**src/rtl/samp_rate_sched.sv**
```systemverilog
// ---------------------------------------------------------------------------
// samp_rate_sched
//
// Purpose:
//   Sample-rate scheduler for the DDS function generator. It generates the
//   sample-enable strobe that paces the waveform datapath. Rate-change
//   requests from the front-panel button and from the host register interface
//   are arbitrated. A new rate is applied only on a sample boundary, so the
//   datapath never receives a partial sample period. The block also times the
//   power-up interval that follows reset.
//
// Ports:
//   Fg_CLK       in   1  system clock; all logic runs on its rising edge
//   RESET        in   1  synchronous, active-high reset
//   IntBTN       in   1  raw, asynchronous front-panel button
//   HostReq      in   1  host rate-change request (one-cycle pulse)
//   HostMode     in   3  requested mode, sampled when HostReq=1
//   HostAck      out  1  one-cycle pulse when the host's mode is applied
//   HostErr      out  1  one-cycle pulse when a host request is rejected
//   Mode         out  3  currently active mode (divisor 10**Mode)
//   Enable       out  1  sample-enable strobe
//   Ready        out  1  high once the startup interval has completed
//   Busy         out  1  high while a mode change is pending
//   DropCnt      out  8  saturating count of dropped/overridden requests
//                        (present only when SAMP_SCHED_STATUS_EN is defined)
//
// Optional build macro: SAMP_SCHED_STATUS_EN (adds DropCnt and its counter).
// ---------------------------------------------------------------------------
module samp_rate_sched #(
  parameter int NUM_MODES   = 5,
  parameter int CNT_W       = 15,
  parameter int DEB_CYC     = 16,
  parameter int STARTUP_CYC = 80
) (
  input  logic       Fg_CLK,
  input  logic       RESET,
  input  logic       IntBTN,
  input  logic       HostReq,
  input  logic [2:0] HostMode,
  output logic       HostAck,
  output logic       HostErr,
  output logic [2:0] Mode,
  output logic       Enable,
`ifdef SAMP_SCHED_STATUS_EN
  output logic [7:0] DropCnt,
`endif
  output logic       Ready,
  output logic       Busy
);

  localparam int START_W = $clog2(STARTUP_CYC + 1);
  localparam int DEB_W   = $clog2(DEB_CYC + 1);

  localparam logic [START_W-1:0] START_LAST = START_W'(STARTUP_CYC - 1);
  localparam logic [DEB_W-1:0]   DEB_LAST   = DEB_W'(DEB_CYC - 1);
  localparam logic [2:0]         LAST_MODE  = 3'(NUM_MODES - 1);

  typedef enum logic [1:0] {
    S_STARTUP = 2'd0,
    S_RUN     = 2'd1,
    S_PEND    = 2'd2
  } state_t;

  state_t             r_state;
  logic [START_W-1:0] r_start_cnt;
  logic [CNT_W-1:0]   r_div_cnt;
  logic [2:0]         r_mode;
  logic               r_enable;
  logic               r_ready;
  logic               r_busy;
  logic               r_host_ack;
  logic               r_host_err;
  logic [2:0]         r_pend_target;
  logic               r_pend_host;

  // Button synchroniser and debouncer
  logic               r_btn_s1;
  logic               r_btn_s2;
  logic               r_btn_level;
  logic [DEB_W-1:0]   r_deb_cnt;

  // Terminal count (divisor - 1) per mode; unused slots read as zero.
  logic [7:0][CNT_W-1:0] w_div_tab;

  genvar gi;
  generate
    for (gi = 0; gi < 8; gi++) begin : g_div_tab
      if (gi < NUM_MODES) begin : g_used
        assign w_div_tab[gi] = CNT_W'(10**gi - 1);
      end else begin : g_unused
        assign w_div_tab[gi] = '0;
      end
    end
  endgenerate

  logic [CNT_W-1:0] w_div_last;
  logic             w_div_wrap;
  logic             w_host_valid;
  logic             w_host_bad;
  logic             w_btn_evt;
  logic [2:0]       w_btn_target;
  logic [2:0]       w_eff_target;
  logic             w_eff_host;

  assign w_div_last   = w_div_tab[r_mode];
  assign w_div_wrap   = (r_div_cnt == w_div_last);
  assign w_host_valid = HostReq && (HostMode <= LAST_MODE);
  assign w_host_bad   = HostReq && (HostMode > LAST_MODE);
  assign w_btn_target = (r_mode == LAST_MODE) ? 3'd0 : r_mode + 3'd1;

  // A host request arriving while a change is pending overrides the target.
  assign w_eff_target = w_host_valid ? HostMode : r_pend_target;
  assign w_eff_host   = w_host_valid | r_pend_host;

  // Press event: the synchronised level has differed from the accepted level
  // for DEB_CYC consecutive cycles and is about to be accepted as high.
  assign w_btn_evt = (r_btn_s2 != r_btn_level) && (r_deb_cnt == DEB_LAST) && r_btn_s2;

  always_ff @(posedge Fg_CLK) begin
    if (RESET) begin
      r_btn_s1    <= 1'b0;
      r_btn_s2    <= 1'b0;
      r_btn_level <= 1'b0;
      r_deb_cnt   <= '0;
    end else begin
      r_btn_s1 <= IntBTN;
      r_btn_s2 <= r_btn_s1;
      if (r_btn_s2 != r_btn_level) begin
        if (r_deb_cnt == DEB_LAST) begin
          r_btn_level <= r_btn_s2;
          r_deb_cnt   <= '0;
        end else begin
          r_deb_cnt <= r_deb_cnt + 1'b1;
        end
      end else begin
        r_deb_cnt <= '0;
      end
    end
  end

  always_ff @(posedge Fg_CLK) begin
    if (RESET) begin
      r_state       <= S_STARTUP;
      r_start_cnt   <= '0;
      r_div_cnt     <= '0;
      r_mode        <= '0;
      r_enable      <= 1'b0;
      r_ready       <= 1'b0;
      r_busy        <= 1'b0;
      r_host_ack    <= 1'b0;
      r_host_err    <= 1'b0;
      r_pend_target <= '0;
      r_pend_host   <= 1'b0;
    end else begin
      r_host_ack <= 1'b0;
      r_host_err <= 1'b0;
      case (r_state)
        S_STARTUP: begin
          if (r_start_cnt == START_LAST) begin
            r_ready   <= 1'b1;
            r_state   <= S_RUN;
            r_div_cnt <= '0;
            // Mode is always 0 here, so the strobe starts continuous.
            r_enable  <= (w_div_last == '0);
          end else begin
            r_start_cnt <= r_start_cnt + 1'b1;
          end
        end

        S_RUN: begin
          r_div_cnt  <= w_div_wrap ? '0 : r_div_cnt + 1'b1;
          r_enable   <= w_div_wrap;
          r_host_err <= w_host_bad;
          if (w_host_valid) begin
            r_pend_target <= HostMode;
            r_pend_host   <= 1'b1;
            r_busy        <= 1'b1;
            r_state       <= S_PEND;
          end else if (w_btn_evt) begin
            r_pend_target <= w_btn_target;
            r_pend_host   <= 1'b0;
            r_busy        <= 1'b1;
            r_state       <= S_PEND;
          end
        end

        S_PEND: begin
          r_host_err <= w_host_bad;
          if (r_enable) begin
            // Sample boundary: switch rate and restart the divider.
            r_mode     <= w_eff_target;
            r_div_cnt  <= '0;
            r_enable   <= (w_eff_target == 3'd0);
            r_busy     <= 1'b0;
            r_host_ack <= w_eff_host;
            r_state    <= S_RUN;
          end else begin
            r_div_cnt     <= w_div_wrap ? '0 : r_div_cnt + 1'b1;
            r_enable      <= w_div_wrap;
            r_pend_target <= w_eff_target;
            r_pend_host   <= w_eff_host;
          end
        end

        default: r_state <= S_STARTUP;
      endcase
    end
  end

`ifdef SAMP_SCHED_STATUS_EN
  // Number of requests lost this cycle: a button event beaten by a host
  // request, a button event during PEND, or a pending target overridden.
  logic [1:0] w_drop_inc;
  logic [8:0] w_drop_sum;
  logic [7:0] r_drop_cnt;

  always_comb begin
    w_drop_inc = 2'd0;
    if (r_state == S_RUN) begin
      w_drop_inc = {1'b0, w_host_valid & w_btn_evt};
    end else if (r_state == S_PEND) begin
      w_drop_inc = {1'b0, w_host_valid} + {1'b0, w_btn_evt};
    end
  end

  assign w_drop_sum = {1'b0, r_drop_cnt} + {7'd0, w_drop_inc};

  always_ff @(posedge Fg_CLK) begin
    if (RESET) begin
      r_drop_cnt <= '0;
    end else begin
      r_drop_cnt <= w_drop_sum[8] ? 8'hFF : w_drop_sum[7:0];
    end
  end

  assign DropCnt = r_drop_cnt;
`endif

  assign HostAck = r_host_ack;
  assign HostErr = r_host_err;
  assign Mode    = r_mode;
  assign Enable  = r_enable;
  assign Ready   = r_ready;
  assign Busy    = r_busy;

endmodule

```
**config.mk**
```make
export PLATFORM = sky130hd
export DESIGN_NAME = samp_rate_sched
export DESIGN_NICKNAME = d
export VERILOG_FILES = /design/src/rtl/samp_rate_sched.sv
export SDC_FILE = /design/constraint.sdc
export NUM_CORES = 1
export LEC_CHECK = 0
export CORE_UTILIZATION = 63
export CTS_CLUSTER_DIAMETER = 50
export DETAILED_ROUTE_END_ITERATION = 8
export PLACE_DENSITY = 0.84
export REMOVE_ABC_BUFFERS = 1
export SLEW_MARGIN = 20
export SYNTH_ARGS = -nofsm -noshare
export SYNTH_HDL_FRONTEND = slang
export SYNTH_SLANG_ARGS = --single-unit
```
**constraint.sdc**
```tcl
create_clock -name Fg_CLK -period 5.6 [get_ports Fg_CLK]
set_input_delay 0.84 -clock Fg_CLK [delete_from_list [all_inputs] [get_ports Fg_CLK]]
set_output_delay 0.84 -clock Fg_CLK [all_outputs]
set_load 0.1 [all_outputs]
```
==> flow_summary.ini, run 1 <==
[logic_synthesis]
yosysWarnings = 0
synth_top_area_share_pct = 39.7
seq_area_frac_synth_pct = 39.7
postSynthAreaPerCell_um2 = 8.52
ys.flop_type = dfxtp_1
synth.largest_area_cell = dfxtp_1
syn_area_mm2 = 0.00257
synth_most_common_cell = dfxtp_1
synthTopCellsByCount = 51 x dfxtp_1, 34 x nor2_1, 23 x nand2_1, 20 x a21oi_1, 19 x nand3_1
ys_types = 56
async_reset_ff_share_pct = 0
synthTopCellsByArea = dfxtp_1 40%, nor2_1 5.0%, ha_1 4.9%
synth_edf_count = 0
ys_ff_latch = 51
syn_inst = 302

[setup_path]
path_cells = clkdlybuf4s50_1
path_delay_family = buffers and inverters
reg2reg_to = r_state[0]$_SDFFE_PP0P_
rrSetupSlack_ns = 3.31
arrival_ns = 1.94
crit_required_ns = 4.76
critPathBufInv = 1
startpoint_type = register
worstRegToRegCells = 8
critical_path_class = reg2out
worstSetupEndpointType = primary output
crit_fanout = 7
slowest_delay_ns = 1.18
cpMaxStageDelayCell = clkdlybuf4s50_1
r2r_start = r_deb_cnt[0]$_SDFF_PP0_

[run]
cap_violations = 0

[pwr]
p_leak_nw = 0.997
p_per_area_mw_per_mm2 = 338
peakVddDrop_v = 0.000227

[placement]
placedCellCount = 350
hpwl_um = 3700
port_buffers = 14
place.gp.congestion = 0.794

[finish]
drive_above_1_share_pct = 6.77
fill_cells = 307
area_growth_pct = 8.22
stdcell_count = 358
seqCellArea_mm2 = 0.00102
diodes = 0
nNetsFinal = 326
multi_input_comb_area_mm2 = 0.00142

[timing]
rsz0062_at_grt = no
fmax_mhz = 360
period_share_pct = 49.6
slew_headroom_pct = 32.7
whs_ns = 0.449
slew_viol_final = 0
fin_setup_tns_ns = 0
worst_pin_slew_ns = 1.01
finalClockSkew_ns = 0.00406
setup_viol = 0
min_period_ns = 2.78
hold_violations = 0

[hold_path]
hold-path-endpoint = r_deb_cnt[0]$_SDFF_PP0_
hold_depth = 1
hp-start = r_deb_cnt[0]$_SDFF_PP0_
hold_class = reg2reg

[floorplanning]
initial_core_util_pct = 67.8
fp.dieW_um = 65.9
core_mm2 = 0.00380
die_h_um = 65.9
io_pins = 15
rows = 22
die_area_mm2 = 0.00434

[global_routing]
overflow = 0
grt_usage_pct = 25.7
grt_first_pass_wirelength_um = 8600
grt_max_degree = 27
grt_pass1_vias = 1927
antenna_found_initial = 0

[clock_network]
post_cts_resized = 0
htree_levels = 2
clkLatencyLatePin_ns = 0.30
root_buffer = clkbuf_8
cts_buffers = 5
path_clk_slew_ns = 0.09
cts_buffer_depth = 2
cts_hold_buf = 0
clock-sinks = 51
cts_tree = built
cts_setup_buffers = 0

[drt]
drtIter0Drc = 125
drc = 0
final_antenna_net_count = 0
drt-total-wl_um = 5110
vias = 2149
post_drt_wl_per_cell_um = 14.3
vias_per_cell = 6.00
first_pass_iters = 4

[run_status]
outcome = finished, final reports clean
==> how the worst max path moves through the flow <==
| stage | cells past startpoint | end | slack (ns) | startpoint |
|---|---|---|---|---|
| after floorplan | 5 | w_div_last[1]$_DFF_P_ | 3.35 | Enable$_SDFFE_PP0P_ |
| after global placement | 4 | w_div_last[1]$_DFF_P_ | 2.81 | RESET |
| after detailed placement | 6 | r_state[0]$_SDFFE_PP0P_ | 2.77 | HostMode[0] |
| after CTS | 1 | Enable | 2.81 | Enable$_SDFFE_PP0P_ |
| after global routing | 1 | Enable | 2.78 | Enable$_SDFFE_PP0P_ |
| final | 1 | Enable | 2.82 | Enable$_SDFFE_PP0P_ |
==> area by class of cell <==
cell class                 count  share of cell area [%]
multi-input combinational    223                    51.1
sequential                    51                    36.7
timing repair buffer          15                    5.30
clock buffer                   6                    2.61
tap                           48                    2.16
inverter                      13                    1.75
clock inverter                 2                   0.449
==> metrics by stage <==
step / setup slack [ns] / total power [mW] / util [%] / area, µm²
2_1_floorplan: 3.35 / 0.655 / - / 2490
3_3_place_gp: 2.81 / 0.726 / 71.1 / 2700
3_5_place_dp: 2.77 / 0.738 / 71.1 / 2700
4_1_cts: 2.81 / 0.942 / 73.3 / 2790
5_1_grt: 2.78 / 0.988 / 73.3 / 2790
6_report: 2.82 / 0.941 / 73.3 / 2790
==> cell usage in the layout (no fill, tap or decap), drive strengths merged, types with 2 or more instances in the layout <==
master         netlist  layout
nor2                34      34
inv                 13      13
clkdlybuf4s50        0      14
and4                 2       2
a221oi               2       2
o21ai                9       9
nor4                 3       3
nor2b                4       4
ha                  10      10
clkbuf               4       6
o211ai               4       4
xnor2               12      12
or3                  6       6
a41oi                2       2
nand3               19      19
nor3b                2       2
a21o                 3       3
nor3                 8       8
and3                11      11
nand4                7       7
a21oi               22      22
a31oi                4       4
nand2b               3       3
nand2               23      23
a21bo                3       3
and2                 4       4
a311oi               3       3
dfxtp               51      51
xor2                 5       5
==> power breakdown <==
group          switching (mW)  internal (mW)
registers              0.0324          0.396
clock network           0.120         0.0876
logic                   0.204          0.100
==> state kept, by name, summed over array words and instances, names as in the netlist <==
| register | cells |
|---|---|
| Mode | 3 |
| r_btn_level | 1 |
| r_pend_target | 3 |
| r_div_cnt | 15 |
| r_btn_s2 | 1 |
| r_btn_s1 | 1 |
| Enable | 1 |
| r_start_cnt | 7 |
| Ready | 1 |
| HostErr | 1 |
| r_state | 2 |
| w_div_last | 7 |
| Busy | 1 |
| HostAck | 1 |
| r_deb_cnt | 5 |
| r_pend_host | 1 |
==> cells by family (layout without fill, tap and decap cells) <==
family / Yosys count / in the layout / synth area share, %
simple gates: 131 / 131 / 26.4
xor+xnor: 17 / 17 / 5.79
compound gates: 63 / 63 / 17.4
buf+inv: 28 / 36 / 5.06
mux: 2 / 2 / 0.826
fa+ha+maj: 10 / 10 / 4.86
flops: 51 / 51 / 39.7
==> layer usage <==
layer	vias to the layer above	wire length, µm	GRT usage (%)
met2	50	2410	41.8
met1	1006	2440	33.5
met5	-	0	0
li1	1089	-	-
met4	0	42	8.97
met3	4	215	5.00
(Power assumes the default switching activity.)
==> run 2, diff against run 1 <==
- CORE_UTILIZATION: 63 -> 59
- PLACE_DENSITY: 0.84 -> 0.79
- clock period: 5.6 -> 2.7 ns (I/O delays scaled with it)
==> flow_summary.ini, run 2 (synthesis gave the netlist of run 1 again) <==
[finish]
fill_cells = 339
drive_above_1_share_pct = 10.5
multi_input_comb_area_mm2 = 0.00142
area_growth_pct = 8.80
seqCellArea_mm2 = 0.00102
largest_reg_flops = 15
nNetsFinal = 330
final_cell_mix = 51 x dfxtp_1, 34 x nor2_1, 23 x nand2_1, 20 x a21oi_1, 19 x nand3_1
diodes = 0
final_common_cell = dfxtp_1
regMostFlops = r_div_cnt
stdcell_count = 363

[drt]
drc = 0
drtIter0Drc = 112
first_pass_iters = 4
final_antenna_net_count = 0
vias = 2188
post_drt_wl_per_cell_um = 13.8
vias_per_cell = 6.03
drt-total-wl_um = 5020

[global_routing]
grt_pass1_vias = 1908
antenna_found_initial = 0
grt_first_pass_wirelength_um = 8240
grt_max_degree = 17
overflow = 0
grt_usage_pct = 23.5

[run_status]
outcome = finished, final reports clean

[pwr]
p_per_area_mw_per_mm2 = 700
p_leak_nw = 1.04
finalPower_mw = 1.96
peakVddDrop_v = 0.000388

[timing]
min_period_ns = 2.07
fin_setup_tns_ns = 0
worst_pin_slew_ns = 0.535
slew_headroom_pct = 64.3
fmax_mhz = 484
hold_violations = 0
rsz0062_at_grt = no
setup_viol = 0
period_share_pct = 76.5
slew_viol_final = 0
finalClockSkew_ns = 0.00311

[floorplanning]
io_pins = 15
die_area_mm2 = 0.00463
rows = 23
die_h_um = 68.0
fp.dieW_um = 68.0
initial_core_util_pct = 63.0
core_mm2 = 0.00409

[hold_path]
hold_class = reg2reg
hold_depth = 1

[placement]
port_buffers = 14
placedCellCount = 356
hpwl_um = 3510
place.gp.congestion = 0.780

[clock_network]
cts_buffer_depth = 2
cts_setup_buffers = 0
root_buffer = clkbuf_8
cts_hold_buf = 0
path_clk_slew_ns = 0.09
post_cts_resized = 0
clock-sinks = 51
cts_tree = built
cts_buffers = 5
clkLatencyLatePin_ns = 0.30
htree_levels = 2

[setup_path]
worstRegToRegCells = 6
worstSetupEndpointType = register
crit_fanout = 15
startpoint_type = register
critical_path_class = reg2reg
crit_required_ns = 2.87
arrival_ns = 2.23

[run]
cap_violations = 0
-- run 2: changes by cell type in the layout (fill, tap and decap cells not counted), sizes merged --
cell	previous run	this run
clkdlybuf4s50	14	6
clkinvlp	1	0
buf	1	13
-- run 2: worst paths after layout --
path	slack [ns]	startpoint	endpoint
worst max-delay path	0.63	r_state[0]$_SDFFE_PP0P_	r_div_cnt[12]$_SDFFE_PP0P_
worst min-delay path	0.45	r_btn_s1$_SDFF_PP0_	r_btn_s2$_SDFF_PP0_
worst max register to register	0.63	r_state[0]$_SDFFE_PP0P_	r_div_cnt[12]$_SDFFE_PP0P_
worst min register to register	0.45	r_btn_s1$_SDFF_PP0_	r_btn_s2$_SDFF_PP0_
-- run 2: report_power, final --
part / leakage, nW / internal [mW] / total, mW / switching, mW
combinational: 0.578 / 0.215 / 0.634 / 0.419
sequential: 0.413 / 0.821 / 0.886 / 0.0650
clock: 0.0470 / 0.202 / 0.440 / 0.238
total: 1.04 / 1.24 / 1.96 / 0.723
-- run 2: through the flow --
| step | hold slack, ns | util, % | cell area, µm² | setup WS, ns |
|---|---|---|---|---|
| after detailed placement | 0.432 | 66.4 | 2710 | 0.377 |
| after global placement | 0.419 | 66.4 | 2710 | 0.431 |
| after CTS | 0.453 | 68.5 | 2800 | 0.659 |
| after floorplan | 0.414 | - | 2490 | 0.448 |
| final | 0.447 | 68.5 | 2800 | 0.633 |
| after global routing | 0.461 | 68.5 | 2800 | 0.492 |
-- run 2: critical path, stage by stage (launching register included) --
cell and delay, ns:
dfxtp_1 0.39, inv_1 0.08, ha_1 0.30, nor2_1 0.17, a21o_1 0.34, a21o_1 0.53, nor2_1 0.12
-- run 2: cell type report --
| cell class | instances | area share (%) |
|---|---|---|
| repair buffers | 19 | 5.63 |
| clock inverters | 1 | 0.179 |
| clock buffers | 6 | 2.95 |
| well taps | 50 | 2.23 |
| inverters | 13 | 1.74 |
| multi-input cells | 223 | 50.8 |
| flip-flops and latches | 51 | 36.5 |
-- run 2: layer usage --
metal	vias to the layer above	global-route usage (%)	routed length (µm)
met5	-	0	0
met4	0	8.07	63
met2	40	37.6	2330
li1	1099	-	-
met1	1043	30.8	2440
met3	6	5.33	177
==> run 3, diff against run 2 <==
- CORE_UTILIZATION: 59 -> 53
- PLACE_DENSITY: 0.79 -> 0.75
- clock period: 2.7 -> 1.9 ns (I/O delays scaled with it)
==> flow_summary.ini, run 3 (synthesis gave the netlist of run 1 again) <==
[finish]
regMostFlops = r_div_cnt
seqCellArea_mm2 = 0.00102
area_growth_pct = 20.5
largest_reg_flops = 15
drive_above_1_share_pct = 22.4
nNetsFinal = 356
fin_area_mm2 = 0.00310
final_common_cell = dfxtp_1
final_cell_mix = 48 x dfxtp_1, 37 x buf_4, 34 x nor2_1, 22 x nand2_1
multi_input_comb_area_mm2 = 0.00149
fill_cells = 376
diodes = 0

[setup_path]
startpoint_type = register
crit_required_ns = 2.11
path_cells = nor4_2 > o211ai_1 > or3_1 > or2_0 > a311oi_1
path_delay_family = simple AND/OR/NAND/NOR gates
cpMaxStageDelayCell = or3_1
slowest_delay_ns = 0.41
critPathBufInv = 0
crit_fanout = 5
critical_path_class = reg2reg
arrival_ns = 2.05
worstSetupEndpointType = register

[placement]
place.gp.congestion = 0.867
postPlaceCellArea_mm2 = 0.00292
dp_slack_ns = -0.161
port_buffers = 14
hpwl_um = 3900

[floorplanning]
core_mm2 = 0.00450
die_h_um = 71.7
fp.dieW_um = 71.7
die_area_mm2 = 0.00514
io_pins = 15
initial_core_util_pct = 57.1
rows = 24

[timing]
setup_viol = 0
slew_headroom_pct = 66.4
finalWorstSetupSlack_ns = 0.0639
slew_viol_final = 0
period_share_pct = 96.6
min_period_ns = 1.84
hold_violations = 0
finalClockSkew_ns = 0.00263
rsz0062_at_grt = yes
fmax_mhz = 545
worst_pin_slew_ns = 0.491

[drt]
final_antenna_net_count = 0
first_pass_iters = 4
vias = 2263
drt-total-wl_um = 5440
drc = 0
vias_per_cell = 5.77
drtIter0Drc = 140
post_drt_wl_per_cell_um = 13.9

[pwr]
p_leak_nw = 1.18
finalPower_mw = 3.06
p_per_area_mw_per_mm2 = 986
seq_power_share_pct = 41.0
peakVddDrop_v = 0.000727
swShare_pct = 37.1
clkPwrFrac_pct = 21.1
p_switching_mw = 1.14
power_frac_comb_pct = 37.9
p_int_mw = 1.92

[clock_network]
root_buffer = clkbuf_8
path_clk_slew_ns = 0.10
cts_buffer_depth = 2
cts_hold_buf = 0
clock-sinks = 51
cts_tree = built
htree_levels = 2
cts_buffers = 5
clkLatencyLatePin_ns = 0.31

[global_routing]
antenna_found_initial = 0
grt_max_degree = 18
grt_pass1_vias = 2112
overflow = 0
grt_usage_pct = 23.6
grt_first_pass_wirelength_um = 9640

[run]
cap_violations = 0

[hold_path]
hold_class = reg2reg

[run_status]
outcome = finished, final reports clean
## run 3: cell count changes in the layout (fill, tap and decap cells not counted), sizes merged
cell,change
clkbuf,-1
inv,+1
clkinv,+1
buf,+26
## run 3: worst paths after layout
| check | from | to | slack [ns] | cells after the start |
|---|---|---|---|---|
| hold / removal | r_btn_s1$_SDFF_PP0_ | r_btn_s2$_SDFF_PP0_ | 0.45 | 1 |
| setup / recovery | r_div_cnt[4]$_SDFFE_PP0P_ | Enable$_SDFFE_PP0P_ | 0.06 | 5 |
| hold reg to reg | r_btn_s1$_SDFF_PP0_ | r_btn_s2$_SDFF_PP0_ | 0.45 | 1 |
| setup reg to reg | r_div_cnt[4]$_SDFFE_PP0P_ | Enable$_SDFFE_PP0P_ | 0.06 | 5 |
## run 3: timing repair
action                     4_1_cts  5_1_grt
setup endpoints to repair        4       15
pin swaps                        0        7
buffers inserted                 0        2
gates resized for setup          2       16
## run 3: final cells by class
| type | instances | area share, % |
|---|---|---|
| multi-input cells | 223 | 48.2 |
| flip-flops and latches | 51 | 33.0 |
| repair buffers | 45 | 12.2 |
| clock buffers | 5 | 2.22 |
| well taps | 52 | 2.10 |
| inverters | 13 | 1.57 |
| clock inverters | 3 | 0.726 |
## run 3: per-layer routing
metal	GRT usage (%)	wire (µm)
met1	31.3	2550
met2	38.8	2550
met3	5.06	274
met4	6.54	63
met5	0	0
## run 3: metrics by stage
| step | instances | util (%) | hold WS (ns) | TNS [ns] |
|---|---|---|---|---|
| 2_1_floorplan | 287 | - | 0.347 | -1.74 |
| 3_3_place_gp | 382 | 64.8 | 0.418 | -0.408 |
| 3_5_place_dp | 382 | 64.8 | 0.438 | -0.968 |
| 4_1_cts | 390 | 67.0 | 0.462 | 0 |
| 5_1_grt | 392 | 68.9 | 0.480 | -0.0573 |
| 6_report | 392 | 68.9 | 0.453 | 0 |
## run 3: worst register-to-register path, cell delays in order (launching register included)
cell	delay, ns
dfxtp_1	0.36
nor4_2	0.31
o211ai_1	0.13
or3_1	0.41
or2_0	0.23
a311oi_1	0.30
## run 3: power by group through the flow
stage | Sequential [mW] | Combinational, mW | Clock (mW)
2_1_floorplan | 1.40 | 0.534 | 0
3_3_place_gp | 1.27 | 1.07 | 0
3_5_place_dp | 1.27 | 1.09 | 0
4_1_cts | 1.25 | 1.10 | 0.658
5_1_grt | 1.27 | 1.27 | 0.701
6_report | 1.25 | 1.16 | 0.646
